==> config.mk <==
export PLATFORM = sky130hd
export DESIGN_NAME = sprite_plotter_flat
export DESIGN_NICKNAME = d
export VERILOG_FILES = /design/src/rtl/vga_pkg.sv /design/src/rtl/sprite_plotter_if.sv /design/src/rtl/sprite_plotter_pixel_scan.sv /design/src/rtl/sprite_plotter.sv /design/src/flat_wrapper.sv
export SDC_FILE = /design/constraint.sdc
export NUM_CORES = 1
export LEC_CHECK = 0
export BUFFER_PORTS_ARGS = -buffer_cell sky130_fd_sc_hd__clkbuf_2
export CORE_MARGIN = 3
export CORE_UTILIZATION = 50
export CTS_BUF_LIST = sky130_fd_sc_hd__clkbuf_2
export CTS_CLUSTER_DIAMETER = 200
export DETAILED_ROUTE_END_ITERATION = 7
export GPL_TIMING_DRIVEN = 0
export HOLD_SLACK_MARGIN = 0.1
export PLACE_DENSITY = 0.78
export SETUP_SLACK_MARGIN = 0.2
export SLEW_MARGIN = 20
export SYNTH_ARGS = -nofsm -noshare
export SYNTH_HDL_FRONTEND = slang
export SYNTH_SLANG_ARGS = --single-unit
export TNS_END_PERCENT = 20
==> constraint.sdc <==
create_clock -name clk -period 1.6 [get_ports clk]
set_input_delay 0.24 -clock clk [delete_from_list [all_inputs] [get_ports clk]]
set_output_delay 0.24 -clock clk [all_outputs]
set_load 0.01 [all_outputs]
==> src/rtl/vga_pkg.sv <==
`default_nettype none
// ============================================================================
//  Package     : vga_pkg
//  Description : Screen geometry, coordinate/colour widths and the sprite
//                plotter state type shared by the VGA pixel pipeline.
//  Revision    : 1.0 - initial release
// ============================================================================
package vga_pkg;

   localparam int SCREEN_W = 160;
   localparam int SCREEN_H = 120;
   localparam int COLOUR_W = 3;
   localparam int X_W      = 8;
   localparam int Y_W      = 7;

   typedef enum logic [1:0] {
      ST_IDLE  = 2'd0,
      ST_SCAN  = 2'd1,
      ST_FLUSH = 2'd2,
      ST_DONE  = 2'd3
   } state_t;

endpackage
`default_nettype wire

==> src/rtl/sprite_plotter_if.sv <==
`default_nettype none
// ============================================================================
//  Interface   : sprite_plotter_if
//  Description : Request, sprite-ROM and pixel-output signals between the
//                animation controller (master) and the sprite plotter (slave).
//  Revision    : 1.0 - initial release
// ============================================================================
interface sprite_plotter_if;
   import vga_pkg::*;

   logic                go;
   logic                erase;
   logic [X_W-1:0]      x_in;
   logic [Y_W-1:0]      y_in;
   logic [7:0]          rom_addr;
   logic [COLOUR_W-1:0] rom_data;
   logic [X_W-1:0]      x_v;
   logic [Y_W-1:0]      y_v;
   logic [COLOUR_W-1:0] colour;
   logic                plot;
   logic                busy;
   logic                done;

   modport master (
      output go, erase, x_in, y_in, rom_data,
      input  rom_addr, x_v, y_v, colour, plot, busy, done
   );

   modport slave (
      input  go, erase, x_in, y_in, rom_data,
      output rom_addr, x_v, y_v, colour, plot, busy, done
   );

endinterface
`default_nettype wire

==> src/rtl/sprite_plotter_pixel_scan.sv <==
`default_nettype none
// ============================================================================
//  Module      : pixel_scan
//  Description : Raster-order column/row counter over an SPR_W x SPR_H
//                rectangle, with synchronous clear, advance enable and a flag
//                marking the final (bottom-right) position.
//  Revision    : 1.0 - initial release
// ============================================================================
module pixel_scan #(
   parameter int SPR_W = 8,
   parameter int SPR_H = 8
) (
   input  logic       clk,
   input  logic       reset,
   input  logic       clr_i,
   input  logic       en_i,
   output logic [3:0] col_o,
   output logic [3:0] row_o,
   output logic       last_o
);

   localparam logic [3:0] C_COL_MAX = 4'(SPR_W - 1);
   localparam logic [3:0] C_ROW_MAX = 4'(SPR_H - 1);

   logic [3:0] col_q, col_d;
   logic [3:0] row_q, row_d;
   logic       w_col_wrap;

   assign w_col_wrap = (col_q == C_COL_MAX);

   // Next position: clear wins, otherwise step the column and carry into row.
   always_comb begin
      col_d = col_q;
      row_d = row_q;
      if (clr_i) begin
         col_d = '0;
         row_d = '0;
      end else if (en_i) begin
         if (w_col_wrap) begin
            col_d = '0;
            row_d = (row_q == C_ROW_MAX) ? '0 : row_q + 4'd1;
         end else begin
            col_d = col_q + 4'd1;
         end
      end
   end

   // Position registers.
   always_ff @(posedge clk or posedge reset) begin
      if (reset) begin
         col_q <= '0;
         row_q <= '0;
      end else begin
         col_q <= col_d;
         row_q <= row_d;
      end
   end

   assign col_o  = col_q;
   assign row_o  = row_q;
   assign last_o = w_col_wrap && (row_q == C_ROW_MAX);

endmodule
`default_nettype wire

==> src/rtl/sprite_plotter.sv <==
`default_nettype none
// ============================================================================
//  Module      : sprite_plotter
//  Description : On a go request, walks an SPR_W x SPR_H sprite in raster
//                order, fetching colour from a 1-cycle-latency sprite ROM
//                (or using BG_COLOUR when erasing) and emitting one pixel
//                write per cycle to the VGA adapter, followed by a done pulse.
//  Config      : SPRITE_CLIP_EN - when defined, pixels falling outside the
//                160x120 screen keep their slot but are not plotted.
//  Revision    : 1.0 - initial release
// ============================================================================
module sprite_plotter
   import vga_pkg::*;
#(
   parameter int                  SPR_W     = 8,
   parameter int                  SPR_H     = 8,
   parameter logic [COLOUR_W-1:0] BG_COLOUR = 3'b000
) (
   input  logic             clk,
   input  logic             reset,
   sprite_plotter_if.slave  bus
);

   state_t         state_q, state_d;
   logic           erase_q;
   logic [X_W-1:0] x_org_q;
   logic [Y_W-1:0] y_org_q;
   logic [X_W-1:0] x_v_q, x_v_d;
   logic [Y_W-1:0] y_v_q, y_v_d;
   logic           plot_q, plot_d;

   logic [3:0]     w_col;
   logic [3:0]     w_row;
   logic           w_last;
   logic           w_accept;
   logic           w_scan;
   logic           w_vis;

   assign w_accept = (state_q == ST_IDLE) && bus.go;
   assign w_scan   = (state_q == ST_SCAN);

   pixel_scan #(
      .SPR_W (SPR_W),
      .SPR_H (SPR_H)
   ) u_scan (
      .clk    (clk),
      .reset  (reset),
      .clr_i  (w_accept),
      .en_i   (w_scan),
      .col_o  (w_col),
      .row_o  (w_row),
      .last_o (w_last)
   );

`ifdef SPRITE_CLIP_EN
   // Widened sums so that positions past the screen edge are seen, not wrapped.
   logic [X_W:0] w_x_sum;
   logic [Y_W:0] w_y_sum;
   assign w_x_sum = {1'b0, x_org_q} + (X_W+1)'(w_col);
   assign w_y_sum = {1'b0, y_org_q} + (Y_W+1)'(w_row);
   assign w_vis   = (w_x_sum < (X_W+1)'(SCREEN_W)) && (w_y_sum < (Y_W+1)'(SCREEN_H));
`else
   logic [X_W-1:0] w_x_sum;
   logic [Y_W-1:0] w_y_sum;
   assign w_x_sum = x_org_q + X_W'(w_col);
   assign w_y_sum = y_org_q + Y_W'(w_row);
   assign w_vis   = 1'b1;
`endif

   // Next state: one SCAN cycle per sprite pixel, then drain and signal.
   always_comb begin
      state_d = state_q;
      case (state_q)
         ST_IDLE:  if (bus.go) state_d = ST_SCAN;
         ST_SCAN:  if (w_last) state_d = ST_FLUSH;
         ST_FLUSH: state_d = ST_DONE;
         ST_DONE:  state_d = ST_IDLE;
         default:  state_d = ST_IDLE;
      endcase
   end

   // State register.
   always_ff @(posedge clk or posedge reset) begin
      if (reset) state_q <= ST_IDLE;
      else       state_q <= state_d;
   end

   // Origin and mode are captured only when a request is accepted.
   always_ff @(posedge clk or posedge reset) begin
      if (reset) begin
         erase_q <= 1'b0;
         x_org_q <= '0;
         y_org_q <= '0;
      end else if (w_accept) begin
         erase_q <= bus.erase;
         x_org_q <= bus.x_in;
         y_org_q <= bus.y_in;
      end
   end

   // Pixel stage aligned with ROM read data: coordinates of the address just issued.
   always_comb begin
      x_v_d  = w_x_sum[X_W-1:0];
      y_v_d  = w_y_sum[Y_W-1:0];
      plot_d = w_scan && w_vis;
   end

   // Pixel output register.
   always_ff @(posedge clk or posedge reset) begin
      if (reset) begin
         x_v_q  <= '0;
         y_v_q  <= '0;
         plot_q <= 1'b0;
      end else begin
         x_v_q  <= x_v_d;
         y_v_q  <= y_v_d;
         plot_q <= plot_d;
      end
   end

   // Address is only driven while scanning; idle address rests at zero.
   assign bus.rom_addr = w_scan ? (8'(w_row) * 8'(SPR_W) + 8'(w_col)) : 8'd0;

   // ROM data arrives in the pixel slot itself, so colour is selected here
   // and forced to zero outside plotted slots.
   assign bus.colour = !plot_q ? '0 : (erase_q ? BG_COLOUR : bus.rom_data);
   assign bus.x_v    = x_v_q;
   assign bus.y_v    = y_v_q;
   assign bus.plot   = plot_q;
   assign bus.busy   = (state_q != ST_IDLE);
   assign bus.done   = (state_q == ST_DONE);

endmodule
`default_nettype wire
==> src/flat_wrapper.sv <==
// flat-port wrapper written by rule: the top's interface ports become plain ports
module sprite_plotter_flat import vga_pkg::*;
#(
   parameter int                  SPR_W     = 8,
   parameter int                  SPR_H     = 8,
   parameter logic [COLOUR_W-1:0] BG_COLOUR = 3'b000
)
  (clk, reset, bus_go, bus_erase, bus_x_in, bus_y_in, bus_rom_data, bus_rom_addr, bus_x_v, bus_y_v, bus_colour, bus_plot, bus_busy, bus_done);
  sprite_plotter_if bus_i ();
  input  logic clk;
  input  logic reset;
  input wire logic [$bits(bus_i.go)-1:0] bus_go;
  input wire logic [$bits(bus_i.erase)-1:0] bus_erase;
  input wire logic [$bits(bus_i.x_in)-1:0] bus_x_in;
  input wire logic [$bits(bus_i.y_in)-1:0] bus_y_in;
  input wire logic [$bits(bus_i.rom_data)-1:0] bus_rom_data;
  output wire logic [$bits(bus_i.rom_addr)-1:0] bus_rom_addr;
  output wire logic [$bits(bus_i.x_v)-1:0] bus_x_v;
  output wire logic [$bits(bus_i.y_v)-1:0] bus_y_v;
  output wire logic [$bits(bus_i.colour)-1:0] bus_colour;
  output wire logic [$bits(bus_i.plot)-1:0] bus_plot;
  output wire logic [$bits(bus_i.busy)-1:0] bus_busy;
  output wire logic [$bits(bus_i.done)-1:0] bus_done;
  assign bus_i.go = bus_go;
  assign bus_i.erase = bus_erase;
  assign bus_i.x_in = bus_x_in;
  assign bus_i.y_in = bus_y_in;
  assign bus_i.rom_data = bus_rom_data;
  assign bus_rom_addr = bus_i.rom_addr;
  assign bus_x_v = bus_i.x_v;
  assign bus_y_v = bus_i.y_v;
  assign bus_colour = bus_i.colour;
  assign bus_plot = bus_i.plot;
  assign bus_busy = bus_i.busy;
  assign bus_done = bus_i.done;
  sprite_plotter #(.SPR_W(SPR_W), .SPR_H(SPR_H), .BG_COLOUR(BG_COLOUR)) u_core (.clk(clk), .reset(reset), .bus(bus_i));
endmodule
# Word level (Yosys, flattened, before mapping)
# Cells that the tools add are included.
[classes] n_mux=13 add_sub_neg=5 n_eq_ne=7 reduce_logical=8
[ops] op="$mux W4" n=7
[ops] op="$add A4 B1 Y4 const B" n=2
[ops] op="$add A7 B4 Y8" n=1
[ops] op="$add A8 B4 Y8" n=1
[ops] op="$eq A4 B3 Y1 const B" n=2
[ops] op="$mux W8" n=1
[ops] op="$pmux W2 S4" n=1
[ops] op="$add A7 B4 Y7" n=1
[ops] op="$mux W3" n=2
[ops] op="$reduce_bool A2 Y1" n=3
[ops] op="$eq A2 B2 Y1 const B" n=2
[ops] op="$mux W2" n=2
[ops] op="$ne A2 B2 Y1 const B" n=2
[ops] op="$reduce_and A2 Y1" n=2
[ops] op="$eq A2 B1 Y1 const B" n=1
[ops] op="$logic_and A1 B1 Y1" n=2
[ops] op="$logic_not A2 Y1" n=1
[word_totals] out_inout_bits=29 ff_bits=42

# Longest topological paths before layout
[logic_depth] depth_word=5 mapped_depth=7 depth_no_buf=7

# Cells and area by module
# Synthesis repeated with hierarchy kept, for this count alone.
[unflattened] cells_unflattened=176 area_unflattened_um2=2140.8
[by_module_without_submodules] module="sprite_plotter" n_inst=1 cells_per_inst=133 area_per_inst_um2=1707.9 seq_area_each_um2=850.8
[by_module_without_submodules] module="pixel_scan" n_inst=1 cells_per_inst=43 area_per_inst_um2=432.9 seq_area_each_um2=200.2

# Worst setup path after synthesis
# Ideal clock, no wire load.
[synth_path] path_kind="reg2reg" from="register u_core.u_scan.col_q[0] (netlist: u_core.u_scan.col_o[0])" to="register u_core.x_v_q[6] (netlist: u_core.bus.x_v[6])" t_required_ps=1475 t_arrival_ps=1593 slack_ps=-118 path_stages_with_launch=7 synth_period_minus_slack_ps=1718 cell_sequence="dfrtp_1 ha_1 fa_1 a21o_1 a21oi_1 nor2_1 xor2_1"
[synth_between] elab_chain_len=1
[synth_rtl] element="start, declared" line_no="sprite_plotter_pixel_scan.sv:25" source="logic [3:0] col_q, col_d;"
[synth_rtl] element="start signal, assigned" line_no="sprite_plotter_pixel_scan.sv:54" source="col_q <= col_d;"
[synth_rtl] element="$add A8 B4 Y8" line_no="sprite_plotter.sv:65" source="assign w_x_sum = x_org_q + X_W'(w_col);"
[synth_rtl] element="net u_core.w_x_sum[6]" line_no="sprite_plotter.sv:63" source="logic [X_W-1:0] w_x_sum;"
[synth_rtl] element="end signal, assigned" line_no="sprite_plotter.sv:115" source="x_v_q <= x_v_d;"
[synth_rtl] element="end, declared" line_no="sprite_plotter.sv:28" source="logic [X_W-1:0] x_v_q, x_v_d;"
# The timed path passes the listed nets, and every way through them passes these cells.
# A chain may end at the register's enable or synchronous reset.

# Worst setup path in the final report
[layout_path] from="register u_core.u_scan.row_q[0] (netlist: u_core.u_scan.row_o[0])" to="output bus_rom_addr[5]"
[layout_between] elab_chain_len=2
[layout_rtl] element="start, declared" line_no="sprite_plotter_pixel_scan.sv:26" source="logic [3:0] row_q, row_d;"
[layout_rtl] element="start signal, assigned" line_no="sprite_plotter_pixel_scan.sv:55" source="row_q <= row_d;"
[layout_rtl] element="$add A7 B4 Y8" line_no="sprite_plotter.sv:122" source="assign bus.rom_addr = w_scan ? (8'(w_row) * 8'(SPR_W) + 8'(w_col)) : 8'd0;"
[layout_rtl] element="$mux W8" line_no="sprite_plotter.sv:122"
[layout_rtl] element="end, declared" line_no="flat_wrapper.sv:17" source="output wire logic [$bits(bus_i.rom_addr)-1:0] bus_rom_addr;"
# Every way passes these cells.

==> metrics <==
status=complete, but fails checks; failing checks=setup timing; ant diodes=0; GRT Util Overall=a little under a fifth; post-synth top area share=approximately half; routability cong.=a little under 0.8; Max VDD drop=between 0.0003 and 0.0004 V; area of the multi-input gates=approximately 0.0012 sq mm; largest buffer count on any clock path=2; most frequent cells after synthesis=dfrtp_1 (42), ha_1 (17), mux2_2 (15); Num CTS Buffers=5; pin count of the biggest net entering global routing=32; Post-Syn Area per Cell=roughly 12 sq um; minimum clock period=between 1500 and 2000 ps; post-synthesis adder-cell area fraction=between 10% and 20%; synthesized flop and latch total=42; clk_lat worst skew=410 ps; RSZ-0062 raised after global routing=true; Post-Route WL=about 4.9 mm; initial core utilization=between 50% and 60%; CP endpoint kind=primary output; Seq. cell area=0.00106 sq mm; kind of critical path=flip-flop to primary output; initial antenna violation count=0; Critical Path RT=roughly 1400 ps; die width=approximately 70 um; Critical Path Start Type=flip-flop; Slew HR=slightly above 80%; Syn Nets=between 200 and 250; Finished Cell Area=roughly 0.003 sq mm; R2R Path End=u_core.bus.y_v[6]; Initial DRC Count=just over 70; CP max stage cell=dfrtp_2; Final Max Tran Viols=0; area leader, netlist=dfrtp_1; Tot Pwr=1.62 mW; Cells after DPL=283; Clock transition at path regs=around 210 ps; fillers=about 270; Core ar.=approximately 0.0040 sq mm; Compound-Gate Fraction of Synth Area=a little under 7%; largest family of logic cells by synthesized area=simple AND/OR/NAND/NOR gates; final setup margin=-303 ps; worst r2r src=u_core.u_scan.row_o[0]; Worst path depth=5; Final Non-Filler Cells=321; share of layout cells above drive strength 1=48.3%; final core utilization=about three quarters; Hold Crit Class=input pin to flip-flop; mux contribution to synthesized area=10.1%; vias in the first global route=about 1,600; final hold vios=0; CP top delay family=flip-flops; XOR/XNOR share of the synthesized area=under 10%; clock sink count=42; Vias/cell=about 5.3; GRT overflow=0; die area=a little over 0.005 sq mm; TritonCTS clock tree=yes; Routed Antenna Nets=0; Die Ht=roughly 71 um; Worst Path Max Fanout=2; worst r2r path cells=8; hpwl dp=2.96 mm; Top Ports=51; DRC Markers=0; first-pass GRT wire length=between 7 and 8 mm; max cap viols=0; dpl cell area=roughly 0.0025 sq mm; root buffer cell=clkbuf_2; Crit path top cell by count=ha_4; async set-or-reset flop fraction in the synthesized netlist=100%; prevailing post-synth register cell=dfrtp_1; Syn Inst Count=approximately 180; routed vias=1,696; Critical Path End=bus_rom_addr[5]; Simple-Gate Fraction of Synth Area=between 10% and 20%; Fin Clk Skew=approximately 11 ps; # rows=23; Synth Cell Area=between 0.002 and 0.0025 sq mm; Worst EP arrival=1660 ps; f_max=roughly 530 MHz; count of cell types in the netlist=36; WHS=121 ps; CP peak stage delay=about 480 ps; worst-margin pin slew=approximately 280 ps; H-tree levels=2; Critical path buffers and inverters=1; fin crit share=119%; Post-synth EDFFs=0; critical path startpoint=u_core.u_scan.row_o[0]; leakage=approximately 1.5 nW; Layout area overhead=44.3%; Synth area leaders=dfrtp_1 (50%), ha_1 (10%), mux2_2 (8.0%); FF-to-FF setup slack=-190 ps; CP Cell Sequence=ha_4 > ha_4 > xor2_1 > and2_1 > buf_2; Seq/Total Area, Yosys=slightly below 50%; synth warn=0; wire per inst=roughly 15 um; Port-buffer cells=50; Pre-Repair DR Iteration Count=4; nets@finish=roughly 310; count leader, synth=dfrtp_1; Power Density=530 mW/mm^2; Final setup viols=17
logic make-up after synthesis:
logic type / count (synthesis)
and+or+nand+nor: 52
DFF: 42
xor gates and xnor gates: 13
muxes: 19
AOI/OAI and AO/OA: 22
adders and majority gates: 19
buffers and inverters: 15
state kept, by name (all words and copies together) (netlist names):
register,count
u_core.state_q,2
u_core.bus.y_v,7
u_core.u_scan.row_o,4
u_core.erase_q,1
u_core.y_org_q,7
u_core.bus.x_v,8
u_core.u_scan.col_o,4
u_core.bus.plot,1
u_core.x_org_q,8
metal layers:
metal / track usage [%] / share of wire, %
met5: 0 / 0
met4: 6.68 / 1.6
met3: 4.55 / 5.8
met2: 32.4 / 53
met1: 22.2 / 40
power by group:
group | switching, mW | internal, mW | total (mW)
combinational | 0.0405 | 0.0598 | 0.100
clock | 0.353 | 0.0995 | 0.453
sequential | 0 | 1.06 | 1.06
total | 0.394 | 1.22 | 1.62
worst min path at each step:
stage	startpoint	cells past startpoint	to
2_1_floorplan	bus_x_in[4]	2	u_core.x_org_q[4]
3_5_place_dp	reset	2	u_core.x_org_q[5]
4_1_cts	bus_go	3	u_core.state_q[0]
6_report	bus_go	3	u_core.state_q[0]
3_3_place_gp	u_core.y_org_q[6]	1	u_core.bus.y_v[6]
5_1_grt	bus_go	3	u_core.state_q[0]
metrics by stage:
| step | worst slack, ps | TNS [ps] |
|---|---|---|
| finish | -303 | -1680 |
| global route | -346 | -2730 |
| CTS | -261 | -1570 |
| detailed placement | -166 | -1030 |
| global placement | -154 | -5940 |
| floorplan | 36.4 | 0 |
final cells by class:
cell class	count	share of cell area, %
multi-input cells	125	38.6
flip-flops and latches	42	34.7
repair buffers	81	19.7
plain buffers	5	2.13
well taps	50	2.05
inverters	10	1.39
clock buffers	5	0.820
clock inverters	3	0.533
worst register-to-register path: cells and delay by family (launching register included):
kind,cells,cell delay (ps)
AO/OA/AOI/OAI,2,250
flip-flops,1,450
adder cells (fa/ha/maj),2,530
buffers and inverters,2,200
XOR/XNOR,1,150
AND/OR/NAND/NOR,1,120
layout by cell type, fill, tap and decap left out, types with 2 or more instances in the layout:
master / instances
nand3b_1: 2
buf_2: 5
o21ai_0: 3
xor2_1: 8
ha_2: 2
mux2i_1: 3
clkbuf_4: 2
and2_1: 3
nand3_1: 6
dlygate4sd3_1: 17
mux2_4: 9
nand2_1: 13
clkbuf_2: 43
inv_1: 7
ha_1: 8
ha_4: 7
buf_4: 9
fa_2: 2
nor2_1: 10
o211ai_1: 3
a21oi_1: 6
buf_8: 3
dfrtp_1: 35
mux2_2: 7
xnor2_1: 5
buf_12: 2
inv_2: 2
a21oi_2: 2
buf_6: 10
and2_4: 8
dfrtp_2: 7
nand4b_1: 2
what timing repair did:
action,CTS,global route
setup endpoints to repair,47,50
resized for setup,34,43
pin swaps,16,12
endpoints found under the hold margin,58,0
cloned,1,0
hold buffers,17,0
setup buffers,8,4
No activity file was read; power rests on OpenSTA's default activity.
